==> src/rtl/rf_writeback_queue.sv <==
// Write-side front end of the 32x32 register file: merges load and ALU write-backs
// into an in-order FIFO that drains one write per cycle. Define RF_WB_FWD_EN for forwarding lookups.
module rf_writeback_queue #(
    parameter int DEPTH = 4,
    parameter int DW    = 32
) (
    input  logic                     Clk,
    input  logic                     Clr,
    input  logic                     LD_Valid,
    output logic                     LD_Ready,
    input  logic [4:0]               LD_Rd,
    input  logic [DW-1:0]            LD_Data,
    input  logic                     ALU_Valid,
    output logic                     ALU_Ready,
    input  logic [4:0]               ALU_Rd,
    input  logic [DW-1:0]            ALU_Data,
    output logic [4:0]               RW,
    output logic [DW-1:0]            PW,
    output logic                     LE,
    output logic [$clog2(DEPTH):0]   Count,
    output logic                     Empty,
    output logic                     Full,
    input  logic [4:0]               RA,
    input  logic [4:0]               RB,
    output logic                     FA_Hit,
    output logic                     FB_Hit,
    output logic [DW-1:0]            FA_Data,
    output logic [DW-1:0]            FB_Data
);

    localparam int AW = $clog2(DEPTH);
    localparam int CW = AW + 1;

    logic [AW-1:0] head_q, head_d;
    logic [AW-1:0] tail_q, tail_d;
    logic [CW-1:0] count_q, count_d;
    logic [4:0]    last_rd_q;
    logic [DW-1:0] last_data_q;

    logic [4:0]    rd_mem   [DEPTH];
    logic [DW-1:0] data_mem [DEPTH];

    logic [CW-1:0] free;
    logic          ld_fire, alu_fire;
    logic          ld_push, alu_push;
    logic          pop;
    logic [AW-1:0] alu_slot;

    // Space is judged on the registered count only; a same-edge pop earns no credit.
    assign free      = CW'(DEPTH) - count_q;
    assign LD_Ready  = (free >= CW'(1));
    assign ALU_Ready = LD_Valid ? (free >= CW'(2)) : (free >= CW'(1));

    assign ld_fire  = LD_Valid & LD_Ready;
    assign alu_fire = ALU_Valid & ALU_Ready;
    assign ld_push  = ld_fire & (LD_Rd != 5'd0);
    assign alu_push = alu_fire & (ALU_Rd != 5'd0);
    assign pop      = (count_q != '0);

    // The load belongs to the older instruction, so the ALU entry sits behind it.
    assign alu_slot = tail_q + AW'(ld_push);

    always_comb begin
        head_d  = head_q + AW'(pop);
        tail_d  = tail_q + AW'(ld_push) + AW'(alu_push);
        count_d = count_q + CW'(ld_push) + CW'(alu_push) - CW'(pop);
    end

    always_ff @(posedge Clk or posedge Clr) begin
        if (Clr) begin
            head_q      <= '0;
            tail_q      <= '0;
            count_q     <= '0;
            last_rd_q   <= '0;
            last_data_q <= '0;
        end else begin
            head_q  <= head_d;
            tail_q  <= tail_d;
            count_q <= count_d;
            if (pop) begin
                last_rd_q   <= rd_mem[head_q];
                last_data_q <= data_mem[head_q];
            end
        end
    end

    always_ff @(posedge Clk) begin
        if (ld_push) begin
            rd_mem[tail_q]   <= LD_Rd;
            data_mem[tail_q] <= LD_Data;
        end
        if (alu_push) begin
            rd_mem[alu_slot]   <= ALU_Rd;
            data_mem[alu_slot] <= ALU_Data;
        end
    end

    // When idle the write port holds whatever it last presented.
    assign LE    = pop;
    assign RW    = pop ? rd_mem[head_q]   : last_rd_q;
    assign PW    = pop ? data_mem[head_q] : last_data_q;
    assign Count = count_q;
    assign Empty = (count_q == '0);
    assign Full  = (count_q == CW'(DEPTH));

`ifdef RF_WB_FWD_EN
    logic [4:0]    look_addr [2];
    logic          look_hit  [2];
    logic [DW-1:0] look_data [2];
    logic [AW-1:0] scan_idx;

    assign look_addr[0] = RA;
    assign look_addr[1] = RB;

    // Scan oldest to youngest so the youngest match overwrites earlier ones.
    always_comb begin
        scan_idx = '0;
        for (int p = 0; p < 2; p++) begin
            look_hit[p]  = 1'b0;
            look_data[p] = '0;
            for (int i = 0; i < DEPTH; i++) begin
                scan_idx = head_q + AW'(i);
                if ((CW'(i) < count_q) && (look_addr[p] != 5'd0) &&
                    (rd_mem[scan_idx] == look_addr[p])) begin
                    look_hit[p]  = 1'b1;
                    look_data[p] = data_mem[scan_idx];
                end
            end
        end
    end

    assign FA_Hit  = look_hit[0];
    assign FB_Hit  = look_hit[1];
    assign FA_Data = look_data[0];
    assign FB_Data = look_data[1];
`else
    assign FA_Hit  = 1'b0;
    assign FB_Hit  = 1'b0;
    assign FA_Data = '0;
    assign FB_Data = '0;
`endif

endmodule

==> config.mk <==
export PLATFORM = sky130hd
export DESIGN_NAME = rf_writeback_queue
export DESIGN_NICKNAME = d
export VERILOG_FILES = /design/src/rtl/rf_writeback_queue.sv
export SDC_FILE = /design/constraint.sdc
export NUM_CORES = 1
export LEC_CHECK = 0
export CORE_AREA = 5 5 166 128
export CTS_BUF_LIST = sky130_fd_sc_hd__clkbuf_4 sky130_fd_sc_hd__clkbuf_8 sky130_fd_sc_hd__clkbuf_16
export CTS_CLUSTER_DIAMETER = 30
export CTS_CLUSTER_SIZE = 8
export DETAILED_ROUTE_END_ITERATION = 8
export DIE_AREA = 0 0 171 133
export PLACE_DENSITY = 0.8
export SLEW_MARGIN = 30
export SYNTH_ARGS = -nofsm -noshare
export SYNTH_HDL_FRONTEND = slang
export SYNTH_SLANG_ARGS = --single-unit
==> constraint.sdc <==
create_clock -name Clk -period 5.3 [get_ports Clk]
set_clock_uncertainty 0.15 [all_clocks]
set_input_delay 1.06 -clock Clk [delete_from_list [all_inputs] [get_ports Clk]]
set_output_delay 1.06 -clock Clk [all_outputs]
set_load 0.02 [all_outputs]
==> After elaboration in Yosys (flattened, before gate mapping) <==
Memory sizes are Yosys's and may differ from the RTL's.
Index checks and enable logic that the tools add are counted.
{ "word_totals": {"regBits": 44, "mem_bits_rw": 148, "input_bits": 88, "output_inout_bits": 111, "memories": 2} }
{ "op_classes": {"addsub": 7, "n_lt_le_gt_ge": 2, "eq_ne": 1, "mux": 7, "bitwise": 4, "reduce_logical": 4} }
{ "memory_table": {"columns": ["memory", "words", "word_bits", "read_ports", "rd_ports_with_merged_regs", "write_ports", "line_no", "source"], "rows": [
  ["data_mem", 4, 32, 1, 0, 2, "41", "logic [DW-1:0] data_mem [DEPTH];"],
  ["rd_mem", 4, 5, 1, 0, 2, "40", "logic [4:0] rd_mem [DEPTH];"]
]} }
{ "op_table": {"columns": ["op", "n"], "rows": [
  ["$mux W32", 1],
  ["$reduce_bool A5 Y1", 2],
  ["$add A2 B1 Y2", 3],
  ["$add A3 B1 Y3", 2],
  ["$mux W1", 5],
  ["$mux W5", 1],
  ["$and A1 B1 Y1", 4],
  ["$eq A3 B3 Y1 const B", 1],
  ["$ge A3 B1 Y1 const B", 1],
  ["$ge A3 B2 Y1 const B", 1],
  ["$logic_not A3 Y1", 1],
  ["$reduce_bool A3 Y1", 1],
  ["$sub A3 B1 Y3", 1],
  ["$sub A3 B3 Y3 const A", 1]
]} }

==> Longest topological paths before layout <==
{ "logic_depth": {"word_depth": 7, "ltp_mapped": 13} }

==> Worst setup path after synthesis <==
Ideal clock, no wire load.
{ "synth_path": {"path_kind": "register to register", "start": "register count_q[0] (netlist: Count[0])", "end": "memory data_mem[2][0] (enable)", "t_arrival_ps": 4109, "slack_ps": 601, "path_stages_with_launch": 13, "n_path_buf": 2, "cell_sequence": "dfrtp_1 -> inv_1 -> ha_1 -> ha_1 -> or4b_2 -> o211ai_1 -> inv_1 -> ha_1 -> xnor2_1 -> nor4_2 -> buf_6 -> buf_6 -> o21bai_1"} }
{ "synth_rtl": {"columns": ["element", "line_no", "source"], "rows": [
  ["start, declared", "36", "logic [CW-1:0] count_q, count_d;"],
  ["start signal, assigned", "79", "count_q <= count_d;"],
  ["end, declared", "41", null]
]} }

==> out/summary.txt <==
Run status -> finished, final reports clean
Register share of total power -> 35.3%
Die area -> 22700 sq um
TritonCTS clock tree -> built
Dpl hpwl -> 13500 microns
Drt via density -> 5.29
Synth unique cells -> 32
Synth Cell Area -> 9910 sq um
GPL Wtd Cong -> 0.802
Syn. warnings -> 0
Clk pwr share -> 16.2%
Logic pwr share -> 48.5%
Routed WL per cell -> 20.5 microns
Crit path kind -> in2reg
Setup TNS -> 0 ns
Layout net count -> 863
Reg-to-reg startpoint -> Count[0]
Antenna violations before repair -> 2
Synth Area in Compound Gates -> 0.391%
FF-to-FF setup slack -> 1.10 ns
RSZ-0062 raised after global routing -> false
# diodes -> 0
Int Power -> 5130 uW
Die Width -> 171 microns
Setup crit end kind -> flip-flop
Slew HR -> 41.5%
Fmax -> 0.231 GHz
Port buffer count -> 122
Post-Synth Simple-Gate Area -> 5.79%
Clock Tree Buf Depth -> 2
Setup violators final -> 0
Wire length on met1 -> 8870 microns
CP cell instances -> clkdlybuf4s50_1 > or4_1 > o211ai_1 > inv_1 > ha_1 > xnor2_1 > nor4_4 > buf_4 > mux2_2
Syn Area/Cell -> 15.5 sq um
First-pass GRT wire length -> 32800 microns
Fin cells -> 1035
GRT Overall Usage -> 19.0%
Critical-path maximum fanout -> 22
Largest net degree at the start of global routing -> 45
CP max stage delay -> 0.60 ns
Drt pass-1 iters -> 4
Max VDD drop -> 372 uV
Met2 Wirelength -> 10700 microns
Iter 0 DRT Violations -> 263
Post-route ant nets -> 0
Flops & latches, synth -> 192
Post-CTS setup buffers -> 0
Routed met3 length -> 1390 microns
Routed WL -> 21200 microns
Num ports -> 199
RR Endpoint -> rd_mem[2][1]
Lkg Pwr -> 0.00455 uW
Path depth of the worst reg2reg path -> 11
Crit path required time -> 5.32 ns
Worst-Skew Late Latency -> 0.42 ns
# hold bufs at CTS -> 0
CTS buffer count -> 17
CTS resizes -> 0
Top Metal Used -> met5
Worst-path cell with the longest stage delay -> or4_1
Number of flops mapped to enable cells by yosys -> 148
Worst-Margin Slew -> 0.877 ns
DRC viols -> 0
PD cells -> 681 nW/um^2
Setup crit start -> LD_Rd[1]
Placed Instances -> 1003
Layout cells sized above 1 -> 32.3%
Worst Path Arrival -> 4.34 ns
Rows -> 45
Htree depth -> 4
Root Buffer -> clkbuf_16
CP Launch Type -> input port
Post-synthesis mux area share -> 28.1%
Starting Density -> 50.4%
Max cap viols -> 0
Vias in the first global route -> 5964
Die Ht -> 133 microns
Clock Sink Count -> 192
Core area -> 19700 sq um
Final Hold Vio Count -> 0
Power Total -> 8030 uW
Worst setup margin -> 0.977 ns
Main combinational cell family by area after synthesis -> multiplexers
Syn Inst Count -> 640
Post-Synth Adder-Cell Area -> 1.54%
Fin crit period -> 4.32 ns
Vias -> 5471
Asr flop ratio synth -> 22.9%
Placement Setup Slack -> 0.547 ns
Fillers -> 1514
Top FF cell, synth -> edfxtp_1
Crit path to -> rd_mem[2][1]
Switch Pwr -> 2900 uW
Congestion Overflow GR -> 0
Hold Crit Class -> reg2reg
Synthesis-to-finish area growth -> 18.9%
Final period util -> 81.6%
Fin util -> 60.0%
Final Max Tran Viols -> 0
Clock-pin transition on the worst setup and hold timing paths -> 0.07 ns
Sequential fraction of the synthesis area -> 55.9%
Synth Area in XOR/XNOR -> 0.530%
Switching share of power -> 36.1%
[registers in the layout, indices dropped and copies added, names as in the netlist]
name         cells
last_data_q     32
Count            3
head_q           2
data_mem       128
rd_mem          20
last_rd_q        5
tail_q           2
[cell type report]
cell class | count | area (sq um) | share of cell area (%)
clock buffer | 22 | 469 | 3.98
clock inverter | 10 | 129 | 1.09
inverter | 11 | 43.8 | 0.371
multi-input combinational | 403 | 3900 | 33.1
sequential | 192 | 5550 | 47.1
tap | 258 | 323 | 2.74
timing repair buffer | 139 | 1370 | 11.7
[power groups by stage]
stage               logic (uW)  clock network [uW]  registers (uW)
floorplan                 2660                   0            2730
global placement          3840                   0            2830
detailed placement        3930                   0            2880
CTS                       3940                1330            2850
global route              4170                1390            2910
finish                    3890                1300            2840
[stage by stage]
step	hold slack [ns]	instance area, sq um
6_report	0.315	11800
5_1_grt	0.349	11800
4_1_cts	0.324	11800
3_5_place_dp	0.309	11200
3_3_place_gp	0.301	11200
2_1_floorplan	0.311	10200
[per-layer routing]
layer	GRT usage, %	vias to the layer above
met3	5.11	19
met1	24.6	2812
met2	31.9	178
li1	-	2458
met4	4.66	4
met5	0	-
[Yosys cell counts (2+ instances only)]
cell type	n	area (sq um)
buf_6	12	135
mux4_2	37	833
mux2_4	76	1140
ha_1	9	113
buf_4	66	495
mux2_2	72	811
buf_2	8	40.0
edfxtp_1	148	4440
nand2_1	113	424
or2_2	2	12.5
xor2_1	2	17.5
clkbuf_1	13	48.8
dfrtp_1	44	1100
fa_1	2	40.0
nor3_1	2	10.0
nor4_2	4	50.1
inv_1	11	41.3
nor2b_1	2	12.5
xnor2_1	4	35.0
[critical path, delay by kind of cell]
family                     cells  cell delay (ns)
and+or+nand+nor                2             0.92
AOI/OAI and AO/OA              1             0.37
buffers and inverters          3             1.07
xor gates and xnor gates       1             0.25
adders and majority gates      1             0.25
muxes                          1             0.39
[cell families after synthesis]
group / count (synthesis)
other: 1
adder cells (fa/ha/maj): 11
flip-flops: 192
AO/OA/AOI/OAI: 5
multiplexers: 185
XOR/XNOR: 6
AND/OR/NAND/NOR: 130
buffers and inverters: 110
[how the worst min path moves through the flow]
stage / cells past startpoint / to / slack, ns / start
2_1_floorplan: 1 / head_q[0] / 0.31 / head_q[0]
3_3_place_gp: 2 / last_data_q[1] / 0.30 / last_data_q[1]
3_5_place_dp: 2 / last_data_q[14] / 0.31 / last_data_q[14]
4_1_cts: 2 / last_data_q[14] / 0.32 / last_data_q[14]
5_1_grt: 2 / last_data_q[14] / 0.35 / last_data_q[14]
6_report: 2 / last_data_q[14] / 0.31 / last_data_q[14]
[cell usage in the layout, fill, tap and decap left out, types with 3 or more instances in the layout]
cell	count
inv_1	9
clkbuf_16	17
nand2_1	113
conb_1	66
clkbuf_4	4
ha_1	8
nor4_4	4
mux2_2	72
mux2_4	76
clkdlybuf4s50_1	122
clkinv_4	4
inv_6	3
dfrtp_1	42
edfxtp_1	148
mux4_2	37
xnor2_1	4
buf_4	15
Power figures use the tool's default switching activity.
